## src/rtl/instr_feeder.sv

```systemverilog
// Program-memory instruction source for the multicycle processor.
// Issues one word per Run strobe, appends mvi immediates, paces on Done and stops on a halt sentinel.
module instr_feeder #(
  parameter int         ADDR_WIDTH = 5,
  parameter logic [2:0] OP_MVI     = 3'b001,
  parameter logic [2:0] OP_HALT    = 3'b111,
  parameter int         TIMEOUT    = 16
) (
  input  logic                  Clock,
  input  logic                  Resetn,
  input  logic                  Start,
  input  logic                  LoadEn,
  input  logic [ADDR_WIDTH-1:0] LoadAddr,
  input  logic [15:0]           LoadData,
  input  logic                  Done,
  output logic [15:0]           DIN,
  output logic                  Run,
  output logic                  Busy,
  output logic                  Halted,
  output logic                  Error,
  output logic [ADDR_WIDTH-1:0] PC,
  output logic [15:0]           InstrCount
);

  localparam int DEPTH       = 1 << ADDR_WIDTH;
  localparam int TIMER_WIDTH = $clog2(TIMEOUT + 1);

  typedef enum logic [2:0] {
    IDLE,
    FETCH,
    ISSUE,
    IMM,
    WAIT,
    HALT,
    ERROR
  } state_t;

  state_t                 state;
  logic [15:0]            mem [DEPTH];
  logic [15:0]            word_reg;
  logic [TIMER_WIDTH-1:0] timer;
  logic [ADDR_WIDTH-1:0]  pc_plus1;
  logic [ADDR_WIDTH-1:0]  pc_plus2;
  logic [15:0]            fetch_word;
  logic [15:0]            next_word;

  assign pc_plus1   = PC + ADDR_WIDTH'(1);
  assign pc_plus2   = PC + ADDR_WIDTH'(2);
  assign fetch_word = mem[PC];
  assign next_word  = mem[pc_plus1];
  assign DIN        = word_reg;

  // Loads are refused while a program is executing so the running code cannot be modified under it.
  always_ff @(posedge Clock) begin
    if (LoadEn && !Busy) begin
      mem[LoadAddr] <= LoadData;
    end
  end

  // timer holds the number of cycles elapsed since the Run cycle; it reads 1 in the first IMM/WAIT cycle.
  always_ff @(posedge Clock or negedge Resetn) begin
    if (!Resetn) begin
      state      <= IDLE;
      PC         <= '0;
      word_reg   <= '0;
      timer      <= '0;
      InstrCount <= '0;
      Run        <= 1'b0;
      Busy       <= 1'b0;
      Halted     <= 1'b0;
      Error      <= 1'b0;
    end else begin
      case (state)
        IDLE, HALT, ERROR: begin
          if (Start) begin
            state      <= FETCH;
            PC         <= '0;
            InstrCount <= '0;
            Busy       <= 1'b1;
            Halted     <= 1'b0;
            Error      <= 1'b0;
          end
        end
        FETCH: begin
          if (fetch_word[8:6] == OP_HALT) begin
            state  <= HALT;
            Busy   <= 1'b0;
            Halted <= 1'b1;
          end else begin
            state    <= ISSUE;
            word_reg <= fetch_word;
            Run      <= 1'b1;
          end
        end
        ISSUE: begin
          Run   <= 1'b0;
          timer <= TIMER_WIDTH'(1);
          if (word_reg[8:6] == OP_MVI) begin
            word_reg <= next_word;
            PC       <= pc_plus2;
            state    <= IMM;
          end else begin
            PC    <= pc_plus1;
            state <= WAIT;
          end
        end
        IMM, WAIT: begin
          // A Done arriving in the same cycle the timer expires still completes the instruction.
          if (Done) begin
            InstrCount <= InstrCount + 16'd1;
            state      <= FETCH;
          end else if (timer == TIMER_WIDTH'(TIMEOUT)) begin
            state <= ERROR;
            Busy  <= 1'b0;
            Error <= 1'b1;
          end else begin
            timer <= timer + TIMER_WIDTH'(1);
          end
        end
        default: begin
          state <= IDLE;
          Run   <= 1'b0;
          Busy  <= 1'b0;
        end
      endcase
    end
  end

endmodule

```

## config.mk

```make
export PLATFORM = sky130hd
export DESIGN_NAME = instr_feeder
export DESIGN_NICKNAME = d
export VERILOG_FILES = /design/src/rtl/instr_feeder.sv
export SDC_FILE = /design/constraint.sdc
export NUM_CORES = 1
export LEC_CHECK = 0
export ABC_AREA = 0
export BUFFER_PORTS_ARGS = -buffer_cell sky130_fd_sc_hd__buf_2
export CAP_MARGIN = 20
export CORE_AREA = 2 2 223 225
export DETAILED_ROUTE_END_ITERATION = 12
export DIE_AREA = 0 0 225 227
export PLACE_DENSITY = 0.77
export SYNTH_ARGS = -nofsm -noshare
export SYNTH_HDL_FRONTEND = slang
export SYNTH_SLANG_ARGS = --single-unit
```

## constraint.sdc

```tcl
create_clock -name Clock -period 4.3 [get_ports Clock]
set_input_delay 0.86 -clock Clock [delete_from_list [all_inputs] [get_ports Clock]]
set_output_delay 0.86 -clock Clock [all_outputs]
set_load 0.01 [all_outputs]
```

==> results.ini, run 1 <==
[run_status]
status = finished clean

[timing]
setup_tns_ns = 0
hold_violations = 0
fmax_ghz = 0.2830
min_period_ns = 3.534
slew_headroom_pct = 34.13
fin_crit_sh_pct = 82.18
setup_viol_count_final = 0
worst_pin_slew_ns = 0.9881
rsz0062_at_grt = no
finClkSkew_ns = 0.02172
drv_slew = 0
setup_ws_ns = 0.7663

[place]
numPortBuffers = 66
placed_area_um2 = 27750
dp_slack_ns = 0.8143
gp_congestion = 0.9137
hpwl_mm = 43.70

[setup_path]
startpoint = PC[1]
worstSetupEndpointType = register
critPathRequiredTime_ns = 4.81
r2r_end = DIN[2]
r2r_cells = 8
worstSetupPathType = register to register
critPathMaxFanout = 32
rrSetupSlack_ns = 0.77
cp.arrival_ns = 4.04
r2r-start = PC[1]
cp-start-kind = register

[synth]
synth_cell_types = 64
yosys.area.top_type = edfxtp_1
ys_top_cells_by_area = edfxtp_1 58%, mux4_2 19%, dfrtp_1 4.6%
netlist_area_um2 = 26450
synth_cells = 1485
synth_top_area_share_pct = 58.14
ys_seq_elements = 561
synth.avg_cell_area_um2 = 17.81
synth_seq_area_share_pct = 62.77
synthFlopType = edfxtp_1
synth_nets = 1516
ys_warn_count = 0
async_reset_ff_share_pct = 8.734
synth-edff-count = 512

[global_route]
grt_util_all_layers_pct = 28.15
grt_first_pass_wirelength_mm = 103.3
first_global_vias = 15920
overflow = 0
antenna_found_initial = 2
grt_max_degree = 75

[floorplan]
row_count = 81
io_pins = 67
die_h_um = 227
die_w_um = 225
initial_core_util_pct = 54.48
dieArea_um2 = 51080
core_area_um2 = 48550

[drt]
drc_errors = 0
ant_nets = 0
vias_per_cell = 7.028
wl_per_cell_um = 31.16
drtIter0Drc = 2171
via_count = 15770
routed_wirelength_mm = 69.93
dr.pass1.iters = 6

[job]
maxCapViolations = 0

[clocking]
post_cts_buffers = 0
clock_path_buffers = 3
clk_latency_ns = 0.64
clk_pin_slew_ns = 0.07
ctsResizeCount = 0
cts_max_level = 2
hold_buffers = 0
cts_tree = done
root_buffer = clkbuf_16
numCtsBuffers = 56
clock_sinks = 561

[finish]
final_cell_area_um2 = 29490
drive_gt1_share_pct = 31.15
syn_to_final_growth_pct = 11.52
finish.utilization_pct = 60.75
fin_nets = 1606

[pwr]
p_total_mw = 17.96
p_leak_nw = 10.20
power_density_nw_per_um2 = 609.1
peakVddDrop_v = 0.0004094

[min_path]
hold_class = input port to asynchronous set/reset pin

## cells by family after synthesis
| group | share of synthesized area (%) |
|---|---|
| muxes | 24.98 |
| AOI/OAI and AO/OA | 5.654 |
| DFF | 62.77 |
| xor gates and xnor gates | 0.6908 |
| adders and majority gates | 0.2366 |
| buffers and inverters | 2.233 |
| and+or+nand+nor | 3.440 |
## per-layer routing
metal  up-vias  share of wire (%)  GRT usage (%)
met4         2                4.2          11.90
met5         -              0.019              0
met1      8115                 37          38.34
li1       6414                  -              -
met2      1059                 46          43.70
met3       181                 13          7.266
## state kept, by name, summed over array words and instances, names as in the netlist
signal	count
mem	512
Run	1
PC	5
Error	1
Busy	1
InstrCount	16
DIN	16
timer	5
Halted	1
state	3
## layout by cell type (no fill, tap or decap), types with 5 or more instances in the layout
cell type  Yosys  final
edfxtp_1     512    512
mux4_2       218    218
mux2i_1      121    121
buf_4         16     67
buf_2         31     66
a21oi_1       62     62
clkbuf_16      0     56
dfrtp_1       49     47
nand2_1       43     43
nor2_1        71     36
nor2_2         0     35
o221ai_1      30     30
o22ai_1       30     30
a22oi_1       27     27
clkbuf_1      48     27
o21ai_0       21     21
mux2_2        17     17
xor2_1        14     14
a211o_1       13     13
nand3_1       11     11
inv_1         10     10
mux2_4         9      9
nor3_1         8      8
nand3b_1       7      7
or3_1          7      7
nand4_1        7      7
nor2b_1        6      6
and3_1         6      6
mux4_1         6      6
buf_12         0      6
nand2b_1       5      5
clkinv_1       1      5
a221oi_1       5      5
clkinv_2       0      5
## final cells by class
type / instances / area [um2]
multi-input cells: 805 / 9366
clock inverters: 17 / 181.4
flip-flops and latches: 561 / 16610
repair buffers: 139 / 953.4
diodes: 1 / 2.502
clock buffers: 87 / 1558
inverters: 12 / 45.04
well taps: 622 / 778.2
fillers: 3344 / 19050
## cells in the mapped netlist, types with 3 or more instances
| library cell | n |
|---|---|
| and2_1 | 3 |
| o221ai_1 | 30 |
| o2111ai_1 | 3 |
| buf_6 | 6 |
| buf_2 | 31 |
| nand3b_1 | 7 |
| buf_4 | 16 |
| nor3b_1 | 4 |
| mux4_1 | 6 |
| or3b_2 | 3 |
| a221oi_1 | 5 |
| nand4_1 | 7 |
| clkbuf_1 | 48 |
| o31ai_1 | 3 |
| a211oi_1 | 4 |
| o22ai_1 | 30 |
| inv_1 | 10 |
| xor2_1 | 14 |
| buf_1 | 6 |
| or3_1 | 7 |
| edfxtp_1 | 512 |
| nand3_1 | 11 |
| mux2_2 | 17 |
| o21ai_0 | 21 |
| a211o_1 | 13 |
| a21oi_1 | 62 |
| xnor2_1 | 5 |
| a22oi_1 | 27 |
| mux2i_1 | 121 |
| mux4_2 | 218 |
| ha_1 | 5 |
| mux2_4 | 9 |
| nand2b_1 | 5 |
| nor3_1 | 8 |
| and3_1 | 6 |
| nand2_1 | 43 |
| nor2b_1 | 6 |
| o211ai_1 | 3 |
| dfrtp_1 | 49 |
| nor2_1 | 71 |
## where the power goes
group / switching, mW / leakage [nW] / internal [mW] / total (mW)
combinational: 3.31 / 4.14 / 3.36 / 6.67
clock: 2.08 / 0.831 / 2.62 / 4.70
sequential: 0.432 / 5.23 / 6.16 / 6.59
## metrics by stage
step / cells / hold WS, ns
detailed placement: 2139 / 0.5199
CTS: 2243 / 0.3938
floorplan: 1485 / 0.5274
global route: 2243 / 0.4384
finish: 2244 / 0.3746
global placement: 2139 / 0.4994
## worst max-delay path: stages (launching register included)
cell       delay, ns
dfrtp_4         0.81
nand3b_1        0.67
o221ai_1        0.23
a21o_1          0.20
o2111ai_1       0.40
o311ai_2        0.15
a21oi_4         0.15
buf_4           0.36
mux2_2          0.39
## worst max-delay path by stage
stage	endpoint	slack, ns	cells after the start
after global placement	DIN[2]	0.84	8
after CTS	DIN[2]	0.77	8
final	DIN[2]	0.77	8
after floorplan	DIN[14]	1.59	8
after global routing	DIN[2]	0.65	8
after detailed placement	DIN[2]	0.81	8
No activity file was read; power rests on OpenSTA's default activity.
==> run 2, diff against run 1 <==
--- a/config.mk
+++ b/config.mk
@@ -11,7 +11,7 @@
 export CORE_AREA = 2 2 223 225
 export DETAILED_ROUTE_END_ITERATION = 12
 export DIE_AREA = 0 0 225 227
-export PLACE_DENSITY = 0.77
+export PLACE_DENSITY = 0.8
 export SYNTH_ARGS = -nofsm -noshare
 export SYNTH_HDL_FRONTEND = slang
 export SYNTH_SLANG_ARGS = --single-unit
==> constraint.sdc (replaced) <==
create_clock -name Clock -period 2.97 [get_ports Clock]
set_input_delay 0.594 -clock Clock [delete_from_list [all_inputs] [get_ports Clock]]
set_output_delay 0.594 -clock Clock [all_outputs]
set_load 0.01 [all_outputs]
==> run 2 against run 1 <==
  * Clock power increased by 50%
  * Fmax is 24% higher
  * Flip-flop and latch count unchanged
  * Via count up 2.3%
  * First-iteration DRC count up 5.9%
  * Global-route usage grew 0.36 points
  * Non-clock buffer count is 53 higher
  * Clock skew down 0.0010 ns
  * Highest routed layer unchanged
==> results.ini, run 2 (synthesized netlist as in run 1, its figures left out) <==
[finish]
fillers = 3273
finish.utilization_pct = 62.24
layout_common_cells = 512 x edfxtp_1, 218 x mux4_2, 121 x mux2i_1
top_register = mem
drive_gt1_share_pct = 33.67
final_common_cell = edfxtp_1
num_antenna_cells = 0
final_cell_area_um2 = 30210
syn_to_final_growth_pct = 14.25
largest_reg_flops = 512
fin_nets = 1660

[global_route]
grt_util_all_layers_pct = 28.51
overflow = 0
antenna_found_initial = 5
first_global_vias = 16160
grt_max_degree = 46
grt_first_pass_wirelength_mm = 104.5

[floorplan]
die_w_um = 225
initial_core_util_pct = 54.48
row_count = 81
die_h_um = 227
io_pins = 67
core_area_um2 = 48550
dieArea_um2 = 51080

[timing]
min_period_ns = 2.858
finClkSkew_ns = 0.02069
fmax_ghz = 0.3499
drv_slew = 0
hold_violations = 0
slew_headroom_pct = 34.44
setup_viol_count_final = 0
fin_crit_sh_pct = 96.24
rsz0062_at_grt = no
worst_pin_slew_ns = 0.9834
setup_ws_ns = 0.1117
setup_tns_ns = 0

[setup_path]
r2r-start = PC[0]
cp-start-kind = register
critPathRequiredTime_ns = 3.48
rrSetupSlack_ns = 0.11
r2r_end = DIN[15]
worstSetupEndpointType = register
cp.arrival_ns = 3.37
startpoint = PC[0]
worstSetupPathType = register to register
critPathMaxFanout = 16
r2r_cells = 9
crit_end = DIN[15]

[place]
dp_slack_ns = 0.08952
placed_area_um2 = 28380
gp_congestion = 0.9128
numPortBuffers = 66
hpwl_mm = 45.08

[drt]
vias_per_cell = 7.024
via_count = 16130
drtIter0Drc = 2299
dr.pass1.iters = 5
wl_per_cell_um = 30.98
routed_wirelength_mm = 71.15
drc_errors = 0
ant_nets = 0

[clocking]
numCtsBuffers = 57
clk_latency_ns = 0.63
root_buffer = clkbuf_16
clock_sinks = 561
hold_buffers = 0
cts_tree = done
clock_path_buffers = 3
clk_pin_slew_ns = 0.06
cts_max_level = 2

[min_path]
hold_class = input port to asynchronous set/reset pin

[pwr]
p_total_mw = 26.73
power_density_nw_per_um2 = 884.8
p_leak_nw = 10.61
peakVddDrop_v = 0.001089

[run_status]
status = finished clean

[job]
maxCapViolations = 0

run 2: cell count changes in the layout (fill, tap and decap cells not counted), sizes merged:
cell and delta:
clkinvlp -3, inv +2, clkinv +12, buf +53, bufinv +3, diode -1, clkbuf -13
run 2: power breakdown:
part / total [mW] / switching, mW / internal, mW / leakage [nW]
Clock: 7.03 / 2.99 / 4.04 / 0.892
Combinational: 10.4 / 5.19 / 5.20 / 4.49
Sequential: 9.32 / 0.394 / 8.92 / 5.23
Total: 26.7 / 8.57 / 18.2 / 10.6
run 2: per-stage QoR:
| stage | hold WS [ns] | instances |
|---|---|---|
| floorplan | 0.2984 | 1485 |
| global placement | 0.4899 | 2191 |
| detailed placement | 0.5068 | 2191 |
| CTS | 0.1451 | 2296 |
| global route | 0.1855 | 2297 |
| finish | 0.1395 | 2297 |
run 2: final cells by class:
class                           count  area, um2  share of cell area (%)
Clock buffer                       74       1520                   5.031
Clock inverter                     31      299.0                  0.9897
Inverter                           12      45.04                  0.1491
Multi-Input combinational cell    805       9374                   31.03
Sequential cell                   561      16610                   54.97
Tap cell                          622      778.2                   2.576
Timing Repair Buffer              192       1589                   5.259
run 2: layer usage:
layer | wire length, um | vias up | global-route usage, %
met2 | 33020 | 1145 | 44.23
met5 | 50 | - | 0
met1 | 25100 | 8221 | 38.17
li1 | - | 6531 | -
met3 | 9388 | 228 | 7.912
met4 | 3599 | 8 | 12.82
run 2: worst min-delay path by stage:
stage	start	to
2_1_floorplan	Resetn	Busy
3_5_place_dp	Halted	Halted
5_1_grt	Resetn	DIN[1]
6_report	Resetn	DIN[7]
4_1_cts	Resetn	DIN[1]
3_3_place_gp	Run	Run
run 2: timing repair:
action	in CTS	in global routing
endpoints found under the setup margin	0	17
buffers inserted	0	0
gates resized for setup	0	1
run 2: worst max-delay path, cell delays in order (launching register included):
cell and delay, ns:
dfrtp_4 0.61, buf_12 0.23, mux2i_1 0.23, o221ai_1 0.15, a21oi_1 0.31, a22o_1 0.27
o311ai_2 0.17, a21oi_4 0.20, buf_12 0.21, mux2_2 0.35
==> run 3, diff against run 2 <==
--- a/config.mk
+++ b/config.mk
@@ -11,6 +11,7 @@
 export CORE_AREA = 2 2 223 225
 export DETAILED_ROUTE_END_ITERATION = 12
 export DIE_AREA = 0 0 225 227
+export GPL_TIMING_DRIVEN = 0
 export PLACE_DENSITY = 0.8
 export SYNTH_ARGS = -nofsm -noshare
 export SYNTH_HDL_FRONTEND = slang
==> run 3 against run 2 <==
  * The run now ends with negative setup slack left
  * Register-to-register slack lost 0.11 ns
  * Sequential power shrank 2%
  * Critical path depth grew 2
  * Highest routed layer is now met4
==> results.ini, run 3 (synthesized netlist as in run 1, its figures left out) <==
[timing]
setup_tns_ns = -0.002629
slew_headroom_pct = 35.45
hold_violations = 0
worst_pin_slew_ns = 0.9672
drv_slew = 0
rsz0062_at_grt = yes
finClkSkew_ns = 0.01983
setup_viol_count_final = 1
hold-worst-slack_ns = 0.3928
min_period_ns = 2.973
fin_crit_sh_pct = 100.1
fmax_ghz = 0.3364
setup_ws_ns = -0.002629

[place]
hpwl_mm = 52.86
place_inst = 2204
numPortBuffers = 64
dp_slack_ns = -0.9328
gp_congestion = 0.9810

[floorplan]
io_pins = 67
die_h_um = 227
die_w_um = 225
dieArea_um2 = 51080
initial_core_util_pct = 54.48
core_area_um2 = 48550
row_count = 81

[clocking]
cts_tree = done
clk_pin_slew_ns = 0.07
clock_sinks = 561
root_buffer = clkbuf_16
cts_max_level = 2
clock_path_buffers = 3
clk_latency_ns = 0.64
numCtsBuffers = 57

[finish]
layout_common_cells = 512 x edfxtp_1, 218 x mux4_2, 119 x mux2i_1
syn_to_final_growth_pct = 15.70
finalNonFillerCells = 2315
largest_reg_flops = 512
drive_gt1_share_pct = 34.38
num_antenna_cells = 0
top_register = mem
final_common_cell = edfxtp_1
fin_nets = 1676

[drt]
drtIter0Drc = 2678
wl_met3_mm = 10.53
wl_met1_mm = 26.94
wl_per_cell_um = 33.71
dr.pass1.iters = 6
vias_per_cell = 7.315
drc_errors = 0
via_count = 16930
dr_wl_met2_mm = 35.99
routed.top_layer = met4
routed_wirelength_mm = 78.03
ant_nets = 0

[min_path]
hold_class = input port to register
min_path_cells = 3
hold_start = Done
min_to = InstrCount[0]

[setup_path]
r2r-start = PC[0]
critPathMaxFanout = 10
critPathRequiredTime_ns = 3.48
crit_chain = buf_8 > buf_12 > buf_8 > buf_8 > buf_6 > mux2i_1 > o221ai_1 > a21oi_1 > nand2_1 > a211o_1 > mux2_2
cp.arrival_ns = 3.49
crit_slowest_cell = dfrtp_2
r2r_end = DIN[3]
r2r_cells = 11
crit_top_cell = buf_8
crit_buf_inv = 5
cp-start-kind = register
worstSetupEndpointType = register
rrSetupSlack_ns = -0.003
max_stage_delay_ns = 0.43
worstSetupPathType = register to register
cpLargestDelayFamily = buffers and inverters

[run_status]
status = finished, violations left
violations = negative setup slack

[global_route]
grt_first_pass_wirelength_mm = 113.6
grt_max_degree = 33
overflow = 0
grt_util_all_layers_pct = 31.22
antenna_found_initial = 0
first_global_vias = 17110

[pwr]
power_density_nw_per_um2 = 938.5
peakVddDrop_v = 0.0007032
p_leak_nw = 10.65

[job]
maxCapViolations = 0

-- run 3: cell types whose count changed in the layout (fill, tap and decap cells not counted), moves of 9 or more --
cell        before  now
buf_4          101   17
clkbuf_1        14   27
clkbuf_2         0    9
buf_12          25    9
buf_6            0   21
buf_8            0   39
clkbuf_4         0   11
clkinvlp_4       0   10
-- run 3: area by class of cell --
| class | instances | area [um2] |
|---|---|---|
| Clock inverter | 43 | 456.7 |
| Timing Repair Buffer | 104 | 888.4 |
| Sequential cell | 561 | 16600 |
| Multi-Input combinational cell | 805 | 9420 |
| Clock buffer | 64 | 1453 |
| Inverter | 12 | 48.80 |
| Fill cell | 3226 | 17950 |
| Tap cell | 622 | 778.2 |
| Buffer | 104 | 949.7 |
-- run 3: tightest hold or removal path, stage by stage --
cell	delay [ns]
clkbuf_1	0.18
a21oi_1	0.17
nor4_1	0.05
-- run 3: worst max path at each step --
stage	from	end	slack, ns	depth (start not counted)
after floorplan	PC[1]	DIN[14]	0.26	8
after global placement	PC[1]	DIN[6]	-0.86	8
after detailed placement	PC[1]	DIN[6]	-0.93	8
after CTS	PC[0]	DIN[2]	-0.003	10
after global routing	PC[1]	DIN[15]	-0.003	9
final	PC[0]	DIN[3]	-0.003	11
-- run 3: where the power goes --
part | switching, mW | internal, mW | total, mW
clock | 3.20 | 4.17 | 7.37
sequential | 0.223 | 8.92 | 9.14
combinational | 6.69 | 5.52 | 12.2
total | 10.1 | 18.6 | 28.7
-- run 3: timing repair --
action	4_1_cts	5_1_grt
pin swaps	1	5
gates resized for setup	131	44
setup endpoints to repair	18	15
hold buffers	1	0
endpoints found under the hold margin	21	0
setup buffers	4	2
-- run 3: layer usage --
layer,vias up,track usage [%]
li1,6558,-
met1,8581,39.95
met2,1490,48.21
met3,305,9.151
met4,0,17.97
met5,-,0
-- run 3: per-stage QoR --
stage,instance area (um2),total power [mW],utilization (%)
3_3_place_gp,27550,20.13,56.74
4_1_cts,30470,28.30,62.76
6_report,30600,28.72,63.03
2_1_floorplan,26450,16.83,-
3_5_place_dp,28130,20.37,57.96
5_1_grt,30600,29.46,63.03
